--- config.mk ---
export PLATFORM = sky130hd
export DESIGN_NAME = mdr_ctrl
export DESIGN_NICKNAME = d
export VERILOG_FILES = /design/src/rtl/mdr_ctrl.sv
export SDC_FILE = /design/constraint.sdc
export NUM_CORES = 1
export LEC_CHECK = 0
export CORE_MARGIN = 1
export CORE_UTILIZATION = 47
export DETAILED_ROUTE_END_ITERATION = 10
export PLACE_DENSITY_LB_ADDON = 0.3
export SETUP_SLACK_MARGIN = 0.1
export SLEW_MARGIN = 20
export SYNTH_ARGS = -nofsm -noshare
export SYNTH_HDL_FRONTEND = slang
export SYNTH_SLANG_ARGS = --single-unit
--- constraint.sdc ---
create_clock -name clk -period 4.5 [get_ports clk]
set_input_delay 0.9 -clock clk [delete_from_list [all_inputs] [get_ports clk]]
set_output_delay 0.9 -clock clk [all_outputs]
set_load 0.05 [all_outputs]
--- src/rtl/mdr_ctrl.sv ---
// Sequences mul/div/sqrt operands from a switch register and collects unit results; start 1 cycle after final load.
// Result/valid 1 cycle after matching done; no backpressure, loads are ignored while an operation is in flight.
module mdr_ctrl #(
  parameter int DW      = 16,
  parameter int TIMEOUT = 255
) (
  input  logic            clk,
  input  logic            rst,
  input  logic            i_load,
  input  logic [DW-1:0]   i_data,
  input  logic [1:0]      i_op,
  output logic [2:0]      o_start,
  input  logic [2:0]      i_done,
  input  logic [2*DW-1:0] i_res,
  output logic [DW-1:0]   o_opa,
  output logic [DW-1:0]   o_opb,
  output logic [1:0]      o_sel,
  output logic [2*DW-1:0] o_result,
  output logic            o_valid,
  output logic            o_busy,
  output logic            o_err,
  output logic [1:0]      o_err_code
);

  typedef enum logic [2:0] {IDLE, WAIT_B, START, BUSY, ERROR} state_t;

  localparam int CW = $clog2(TIMEOUT + 1);

  state_t        state, state_nxt;
  logic [CW-1:0] cnt;
  logic [2:0]    sel_onehot;
  logic          done_hit, timeout;
  logic          cap_a, cap_sqrt, cap_b, do_done, set_dz, set_to, clr_err;

  always_comb begin
    sel_onehot = 3'b000;
    case (o_sel)
      2'b01:   sel_onehot = 3'b001;
      2'b10:   sel_onehot = 3'b010;
      2'b11:   sel_onehot = 3'b100;
      default: sel_onehot = 3'b000;
    endcase
  end

  assign done_hit = |(i_done & sel_onehot);
  // cnt is 0 during START and counts every cycle after, so it equals cycles since start
  assign timeout  = (cnt >= CW'(TIMEOUT - 1));

  always_ff @(posedge clk or negedge rst) begin
    if (!rst) state <= IDLE;
    else      state <= state_nxt;
  end

  always_comb begin
    state_nxt = state;
    cap_a     = 1'b0;
    cap_sqrt  = 1'b0;
    cap_b     = 1'b0;
    do_done   = 1'b0;
    set_dz    = 1'b0;
    set_to    = 1'b0;
    clr_err   = 1'b0;
    case (state)
      IDLE: begin
        if (i_load && i_op == 2'b11) begin
          cap_sqrt  = 1'b1;
          state_nxt = START;
        end else if (i_load && i_op != 2'b00) begin
          cap_a     = 1'b1;
          state_nxt = WAIT_B;
        end
      end
      WAIT_B: begin
        if (i_load) begin
          if (o_sel == 2'b10 && i_data == '0) begin
            set_dz    = 1'b1;
            state_nxt = ERROR;
          end else begin
            cap_b     = 1'b1;
            state_nxt = START;
          end
        end
      end
      START: state_nxt = BUSY;
      BUSY: begin
        // a matching done wins over a timeout landing in the same cycle
        if (done_hit) begin
          do_done   = 1'b1;
          state_nxt = IDLE;
        end else if (timeout) begin
          set_to    = 1'b1;
          state_nxt = ERROR;
        end
      end
      ERROR: begin
        if (i_load) begin
          clr_err   = 1'b1;
          state_nxt = IDLE;
        end
      end
      default: state_nxt = IDLE;
    endcase
  end

  always_ff @(posedge clk or negedge rst) begin
    if (!rst) begin
      o_opa      <= '0;
      o_opb      <= '0;
      o_sel      <= '0;
      o_result   <= '0;
      o_valid    <= 1'b0;
      o_err_code <= '0;
      cnt        <= '0;
    end else begin
      o_valid <= do_done;
      if (cap_a) begin
        o_opa <= i_data;
        o_sel <= i_op;
      end
      if (cap_sqrt) begin
        o_opa <= i_data;
        o_opb <= '0;
        o_sel <= 2'b11;
      end
      if (cap_b)   o_opb      <= i_data;
      if (do_done) o_result   <= i_res;
      if (set_dz)  o_err_code <= 2'b01;
      if (set_to)  o_err_code <= 2'b10;
      if (clr_err) o_err_code <= 2'b00;
      if (state_nxt == START)                 cnt <= '0;
      else if (state == START || state == BUSY) cnt <= cnt + CW'(1);
    end
  end

  assign o_start = (state == START) ? sel_onehot : 3'b000;
  assign o_busy  = (state == WAIT_B) || (state == START) || (state == BUSY);
  assign o_err   = (state == ERROR);

endmodule
==> results of run 1 <==
[registers in the layout, indices dropped and copies added, names as in the netlist]
register	count
o_result	32
o_opa	16
o_opb	16
cnt	8
state	3
o_err_code	2
o_sel	2
o_valid	1
[cell usage after synthesis]
cell type / number
nand4_1: 2
o211a_1: 2
buf_2: 1
ha_1: 2
xnor2_1: 3
o21a_1: 2
a22o_1: 16
nand3_1: 3
dfrtp_1: 80
nor4_1: 1
and3_1: 3
nor4_2: 2
a21boi_4: 1
nor4bb_2: 1
and2b_1: 1
o21ai_0: 2
nor3_1: 4
buf_4: 1
a21oi_1: 2
nand2b_1: 1
a21boi_0: 2
or3b_2: 1
or3_1: 1
nor2b_1: 1
o211ai_1: 1
nand2_1: 17
nand3b_4: 1
clkbuf_1: 1
xor2_1: 3
nor4b_1: 1
o31ai_1: 1
nor4b_2: 2
buf_6: 9
nor2_1: 8
mux2_2: 46
mux2_1: 3
inv_1: 3
mux2i_1: 1
a211oi_4: 1
nand3b_1: 2
and2_1: 5
[final timing paths]
check                           cells after the start  slack, ps     endpoint         from
worst max-delay path                                3       1260   o_start[1]     state[2]
worst min-delay path                                1        490  o_result[4]  o_result[4]
worst max register to register                      5       2270       cnt[4]     state[0]
worst min register to register                      1        490  o_result[4]  o_result[4]
max in group asynchronous                           1       3430  o_result[9]          rst
min in group asynchronous                           1        580    o_opa[10]          rst
[per-layer routing]
| metal | vias to the layer above | routed length (um) | track usage, % |
|---|---|---|---|
| met4 | 0 | 172 | 9.85 |
| li1 | 1116 | - | - |
| met1 | 1192 | 3190 | 27.4 |
| met5 | - | 0 | 0 |
| met2 | 87 | 3650 | 32.7 |
| met3 | 15 | 510 | 5.90 |
[stage by stage]
| step | utilization, % | instance area, um^2 | power, W |
|---|---|---|---|
| after floorplan | - | 3380 | 0.00292 |
| after global placement | 68.3 | 4690 | 0.00365 |
| after detailed placement | 68.3 | 4690 | 0.00370 |
| after CTS | 71.0 | 4880 | 0.00421 |
| after global routing | 71.1 | 4880 | 0.00437 |
| final | 71.1 | 4880 | 0.00418 |
[area by class of cell]
type,instances,area share [%]
inverters,3,0.231
multi-input cells,145,25.8
clock inverters,6,1.23
flip-flops and latches,80,41.0
clock buffers,10,2.61
repair buffers,130,26.6
well taps,96,2.46
[worst max-delay path: stages, from the launching register on]
cell	delay, ps
dfrtp_1	520
nand2b_1	250
nor4b_1	350
clkdlybuf4s50_1	890
[kinds of logic after synthesis]
family,Yosys count,synth area share (%)
flops,80,59.2
buf+inv,15,3.81
mux,50,16.6
compound gates,30,7.81
xor+xnor,6,1.55
simple gates,57,10.3
fa+ha+maj,2,0.740
[where the power goes]
group          leakage (nW)  total, W  internal (W)  switching (W)
logic                  1.01   0.00242      0.000909        0.00151
clock network        0.0920  0.000504      0.000254       0.000251
registers             0.989   0.00126       0.00104       0.000213
==> qor.csv, run 1 <==
metric,value,unit
outcome,"finished, final reports clean",
Ys Warns,0,
Reg area,2000,um^2
# resized after CTS,0,
worst hold path class,flop to flop,
net count reported at finish,427,
CTS tree,yes,
Synth top area share,59.2,%
Congestion Overflow GR,0,
I/O Buffers,129,
clk slew on worst S/H paths,80,ps
Initial Utilization,49.2,%
clk buf depth,2,
Area growth syn-to-layout,44.3,%
crit start category,flop,
final max-slew violation count,0,
CTS sink cnt,80,
syn nets,298,
drt total wl,7530,um
fin crit period,3240,ps
fin crit share,71.9,%
Critical Path AT,2340,ps
HPWL after DPL,5450,um
Fin. Hold Viols,0,
TritonRoute pass-1 iters,4,
type of the worst setup path,flop to output pin,
First DRT Iteration DRCs,107,
H-tree depth,3,
LEAKAGE,2.10,nW
DIE WIDTH,86.8,um
synthesized flop and latch total,80,
layout cells sized above 1,19.3,%
max_cap viols,0,
gr usage total,21.1,%
Peak VDD IR,0.539,mV
"Avg Cell Area, Syn",14.1,um^2
I/O Pins,130,
pwr/cell area,856,nW/um^2
Worst-Margin Slew,917,ps
Required @ worst endpoint,3600,ps
setup tns final,0,ps
Setup Buffers After CTS,0,
Gate Count Post-Synth,240,
multi-input combinational cell area,1260,um^2
"most common cell after layout, fill and taps aside",clkdlybuf4s50_1,
CTS Hold Bufs,0,
Max Freq,309,MHz
RSZ-0062 raised after global routing,false,
clock skew,8.06,ps
Placed Cells,454,
die area,7540,um^2
clk_lat worst skew,340,ps
DR vias/cell,5.13,
clock root buffer,clkbuf_8,
routed len/inst,16.0,um
count of inserted antenna diode cells,0,
Hold WS,495,ps
antenna violations before repair,0,
Non-Filler Instances,470,
largest net degree at the start of global routing,81,
Setup WS pre-CTS,1220,ps
Setup-failing EPs final,0,
vias in the first global route,2423,
via count,2410,
Core Region,6870,um^2
Num CTS Buffers,9,
chip height,86.8,um
Yosys cell types,41,
detailed-route DRC error count,0,
# fillers,515,
sequential fraction of the synthesis area,59.2,%
std cell rows,30,
DRT antenna net count,0,
Placer Congestion,0.788,
final setup margin,1260,ps
most frequent cells in the layout,"clkdlybuf4s50_1 (128), dfrtp_1 (80), mux2_2 (46)",
first-pass GRT wire length,12000,um
Yosys top cell by area,dfrtp_1,
Synth Cell Area,3380,um^2
Crit. End Element,output pin,
Slew headroom,38.7,%
Synth area leaders,"dfrtp_1 (59%), mux2_2 (15%), a22o_1 (4.1%), buf_6 (3.0%), nand2_1 (1.9%)",
maximum net fanout on the critical path,11,
(Power assumes the default switching activity.)
==> run 2: changes to the inputs <==
--- a/config.mk
+++ b/config.mk
@@ -6,7 +6,7 @@
 export NUM_CORES = 1
 export LEC_CHECK = 0
 export CORE_MARGIN = 1
-export CORE_UTILIZATION = 47
+export CORE_UTILIZATION = 44
 export DETAILED_ROUTE_END_ITERATION = 10
 export PLACE_DENSITY_LB_ADDON = 0.3
 export SETUP_SLACK_MARGIN = 0.1
==> constraint.sdc (replaced) <==
create_clock -name clk -period 3.15 [get_ports clk]
set_input_delay 0.63 -clock clk [delete_from_list [all_inputs] [get_ports clk]]
set_output_delay 0.63 -clock clk [all_outputs]
set_load 0.05 [all_outputs]
==> run 2 against run 1 <==
Critical path depth is 1 higher. First-iteration DRC count is 18% higher. Via count decreased by 1.7%. Register-to-register slack worse by 1200 ps. Worst hold slack worse by 170 ps. Total power rose by 44%. Final cell count rose by 1.1%. Combinational power rose by 43%. Global-route usage shrank 2.0 points. Design area rose by 0.95%. Clock skew grew 4.0 ps. Largest cell class unchanged. Highest routed layer unchanged.
==> qor.csv, run 2 (same netlist as run 1, synthesis figures left out) <==
metric,value,unit
clock skew,12.1,ps
clk buf depth,2,
Core Region,7330,um^2
multi-input combinational cell area,1270,um^2
die area,8040,um^2
net count reported at finish,429,
met2 WL,3470,um
Area growth syn-to-layout,45.7,%
detailed-route DRC error count,0,
chip height,89.7,um
# fillers,557,
TritonRoute pass-1 iters,4,
count of inserted antenna diode cells,0,
pwr/cell area,1220,nW/um^2
Placer Congestion,0.765,
Fin. Hold Viols,0,
maximum net fanout on the critical path,11,
DIE WIDTH,89.7,um
drt total wl,7350,um
CTS sink cnt,80,
first-pass GRT wire length,11400,um
Num CTS Buffers,9,
max reg flops,32,
largest registers,"o_result (32), o_opa (16), o_opb (16)",
I/O Buffers,129,
reg-to-reg setup timing slack,1110,ps
DR vias/cell,4.99,
Max Freq,346,MHz
largest net degree at the start of global routing,81,
"most common cell after layout, fill and taps aside",clkdlybuf4s50_1,
LEAKAGE,2.14,nW
Slew headroom,52.6,%
RSZ-0062 raised after global routing,false,
Highest Signal Layer,met4,
Reg area,2000,um^2
Congestion Overflow GR,0,
type of the worst setup path,flop to output pin,
Worst-Margin Slew,710,ps
Crit. End Element,output pin,
crit start category,flop,
Required @ worst endpoint,2520,ps
vias in the first global route,2288,
most frequent cells in the layout,"clkdlybuf4s50_1 (127), dfrtp_1 (80), mux2_2 (46)",
clock root buffer,clkbuf_8,
First DRT Iteration DRCs,126,
CTS tree,yes,
fin crit share,91.8,%
final setup margin,257,ps
most flop-heavy register,o_result,
H-tree depth,3,
CTS Hold Bufs,0,
I/O Pins,130,
via count,2368,
layout cells sized above 1,19.9,%
HPWL after DPL,5180,um
outcome,"finished, final reports clean",
clk_lat worst skew,340,ps
Setup-failing EPs final,0,
setup tns final,0,ps
max_cap viols,0,
std cell rows,31,
Setup WS pre-CTS,531,ps
final max-slew violation count,0,
antenna violations before repair,0,
DRT met1 WL,3300,um
fin crit period,2890,ps
Met3 Routed Length,481,um
Initial Utilization,46.1,%
Critical Path AT,2260,ps
worst hold path class,input port to asynchronous set/reset pin,
gr usage total,19.1,%
routed len/inst,15.5,um
DRT antenna net count,0,
clk slew on worst S/H paths,80,ps
Peak VDD IR,0.684,mV
-- run 2: changes by cell type in the layout (fill, tap and decap cells not counted) --
cell and delta:
buf_4 +2, clkbuf_8 +2, clkdlybuf4s50_1 -1, clkinv_2 -2
clkinvlp_4 -1, dlymetal6s2s_1 +1, inv_6 +1, nor4b_1 -1
nor4b_2 +1
-- run 2: through the flow --
step / util (%) / instance area [um^2] / total power (W) / std cells / hold WS [ps]
6_report: 67.2 / 4930 / 0.00602 / 475 / 328
5_1_grt: 67.2 / 4930 / 0.00633 / 475 / 390
4_1_cts: 67.1 / 4920 / 0.00608 / 475 / 487
3_5_place_dp: 64.3 / 4710 / 0.00529 / 459 / 478
3_3_place_gp: 64.3 / 4710 / 0.00523 / 459 / 469
2_1_floorplan: - / 3390 / 0.00418 / 240 / 334
-- run 2: metal layers --
layer | up-vias | GRT usage [%]
met2 | 83 | 28.7
met5 | - | 0
met3 | 11 | 5.21
met1 | 1160 | 26.3
li1 | 1114 | -
met4 | 0 | 7.36
-- run 2: path summary, 6_finish.rpt --
check | start | to | cells after the start
worst max register to register | o_sel[0] | o_opb[8] | 5
worst min register to register | o_opa[2] | o_opa[2] | 1
max in group asynchronous | rst | cnt[1] | 1
worst max-delay path | state[2] | o_start[2] | 4
worst min-delay path | rst | o_opa[12] | 1
min in group clk | o_opa[2] | o_opa[2] | 1
-- run 2: where the power goes --
group | total, W | switching [W] | internal (W)
clock network | 0.000771 | 0.000359 | 0.000412
logic | 0.00345 | 0.00215 | 0.00131
registers | 0.00180 | 0.000310 | 0.00149
-- run 2: timing repair --
action / CTS / global route
setup endpoints to repair: 0 / 1
gates resized for setup: 0 / 1
setup buffers: 0 / 0
-- run 2: worst max-delay path, cell delays in order, from the launching register on --
cell             delay [ps]
dfrtp_1                 510
nand2b_1                250
nor2_1                  200
and3_1                  180
clkdlybuf4s50_1         790
-- run 2: cell type report --
type | instances | area share, %
clock buffers | 12 | 3.15
clock inverters | 4 | 1.04
inverters | 3 | 0.229
multi-input cells | 145 | 25.7
flip-flops and latches | 80 | 40.6
well taps | 99 | 2.51
repair buffers | 132 | 26.7
==> run 3: changes to the inputs <==
--- a/config.mk
+++ b/config.mk
@@ -9,7 +9,7 @@
 export CORE_UTILIZATION = 44
 export DETAILED_ROUTE_END_ITERATION = 10
 export PLACE_DENSITY_LB_ADDON = 0.3
-export SETUP_SLACK_MARGIN = 0.1
+export SETUP_SLACK_MARGIN = 0.4
 export SLEW_MARGIN = 20
 export SYNTH_ARGS = -nofsm -noshare
 export SYNTH_HDL_FRONTEND = slang
==> run 3 against run 2 <==
Critical path depth is 1 lower. Setup slack better by 280 ps. Core utilization barely moved. Worst hold slack about the same. Total power hardly changed. Clock skew is the same. Sequential share of layout area is essentially flat. Largest cell class unchanged.
==> qor.csv, run 3 (same netlist as run 1, synthesis figures left out) <==
metric,value,unit
outcome,"finished, final reports clean",
Crit. End Element,output pin,
Peak VDD IR,0.684,mV
First DRT Iteration DRCs,123,
Required @ worst endpoint,2520,ps
largest registers,"o_result (32), o_opa (16), o_opb (16)",
count of inserted antenna diode cells,0,
setup tns final,0,ps
I/O Buffers,129,
Num CTS Buffers,9,
Worst-Margin Slew,710,ps
TritonRoute pass-1 iters,4,
fin crit share,83.0,%
LEAKAGE,2.15,nW
R2R depth,5,
DR vias/cell,4.99,
max reg flops,32,
HPWL after DPL,5180,um
CTS tree,yes,
Critical Path AT,1990,ps
detailed-route DRC error count,0,
Hold WS,329,ps
DIE WIDTH,89.7,um
max_cap viols,0,
maximum net fanout on the critical path,9,
type of the worst setup path,flop to output pin,
clock root buffer,clkbuf_8,
CTS sink cnt,80,
Slew headroom,52.7,%
clk buf depth,2,
vias in the first global route,2288,
Initial Utilization,46.1,%
Non-Filler Instances,475,
Max Freq,382,MHz
antenna violations before repair,0,
Congestion Overflow GR,0,
I/O Pins,130,
RSZ-0062 raised after global routing,true,
worst hold path class,input port to asynchronous set/reset pin,
combinational power share,57.3,%
CTS Hold Bufs,0,
fin area,4920,um^2
net count reported at finish,429,
crit start category,flop,
via count,2371,
H-tree depth,3,
clk_lat worst skew,340,ps
Core Region,7330,um^2
Placed Cells,459,
Sw Share,46.8,%
Fin. Hold Viols,0,
chip height,89.7,um
Clock Power Share,12.8,%
Setup-failing EPs final,0,
final max-slew violation count,0,
most frequent cells in the layout,"clkdlybuf4s50_1 (124), dfrtp_1 (80), mux2_2 (46)",
pwr/cell area,1220,nW/um^2
"most common cell after layout, fill and taps aside",clkdlybuf4s50_1,
P_sw,0.00282,W
clk slew on worst S/H paths,80,ps
fin crit period,2620,ps
std cell rows,31,
placed standard-cell area,4710,um^2
drt total wl,7350,um
Area growth syn-to-layout,45.6,%
most flop-heavy register,o_result,
Pint,0.00320,W
largest net degree at the start of global routing,81,
Placer Congestion,0.765,
first-pass GRT wire length,11400,um
Final Core Density,67.2,%
die area,8040,um^2
DRT antenna net count,0,
routed len/inst,15.5,um
Setup Buffers After CTS,0,
Sequential Power Share,29.9,%
clock skew,12.1,ps
gr usage total,19.1,%
layout cells sized above 1,19.9,%
-- run 3: changes by cell type in the layout (fill, tap and decap cells not counted), sizes merged --
cell           delta
clkdlybuf4s15     +1
clkdlybuf4s50     -3
dlygate4sd2       +2
-- run 3: final timing paths --
kind                            startpoint        end  slack, ps
max in group asynchronous              rst     cnt[1]       2340
worst min-delay path                   rst  o_opa[12]        330
worst max register to register    o_sel[0]   o_opb[8]       1110
worst max-delay path              state[0]     o_busy        530
min in group clk                  o_opa[2]   o_opa[2]        490
worst min register to register    o_opa[2]   o_opa[2]        490
-- run 3: per-stage QoR --
step | worst slack [ps] | total power, W
after floorplan | 789 | 0.00418
after global placement | 578 | 0.00523
after detailed placement | 531 | 0.00529
after CTS | 468 | 0.00607
after global routing | 388 | 0.00632
final | 534 | 0.00602
-- run 3: power by group through the flow --
| stage | clock, W | combinational (W) | sequential, W |
|---|---|---|---|
| after detailed placement | 0 | 0.00348 | 0.00181 |
| after floorplan | 0 | 0.000938 | 0.00324 |
| after CTS | 0.000793 | 0.00348 | 0.00180 |
| after global placement | 0 | 0.00344 | 0.00180 |
| after global routing | 0.000838 | 0.00362 | 0.00187 |
| final | 0.000771 | 0.00345 | 0.00180 |
-- run 3: repair_timing --
item | in CTS | in global routing
resized for setup | 3 | 2
endpoints found under the setup margin | 3 | 2
pin swaps | 0 | 0
-- run 3: area by class of cell --
class                      count  area [um^2]
tap                           99          124
multi-input combinational    145         1270
clock buffer                  12          155
inverter                       3         11.3
sequential                    80         2000
clock inverter                 4         51.3
fill                         559         2410
timing repair buffer         132         1320
-- run 3: critical path, cell delays in order, from the launching register on --
cell,delay (ps)
dfrtp_1,570
nor2_1,140
nor2_1,120
clkdlybuf4s50_1,820
-- run 3: metal layers --
| metal | global-route usage (%) | vias up | part of all wire (%) |
|---|---|---|---|
| met2 | 28.7 | 83 | 47 |
| met3 | 5.21 | 11 | 6.5 |
| met4 | 7.36 | 0 | 1.5 |
| met5 | 0 | - | 0 |
| li1 | - | 1115 | - |
| met1 | 26.3 | 1162 | 45 |
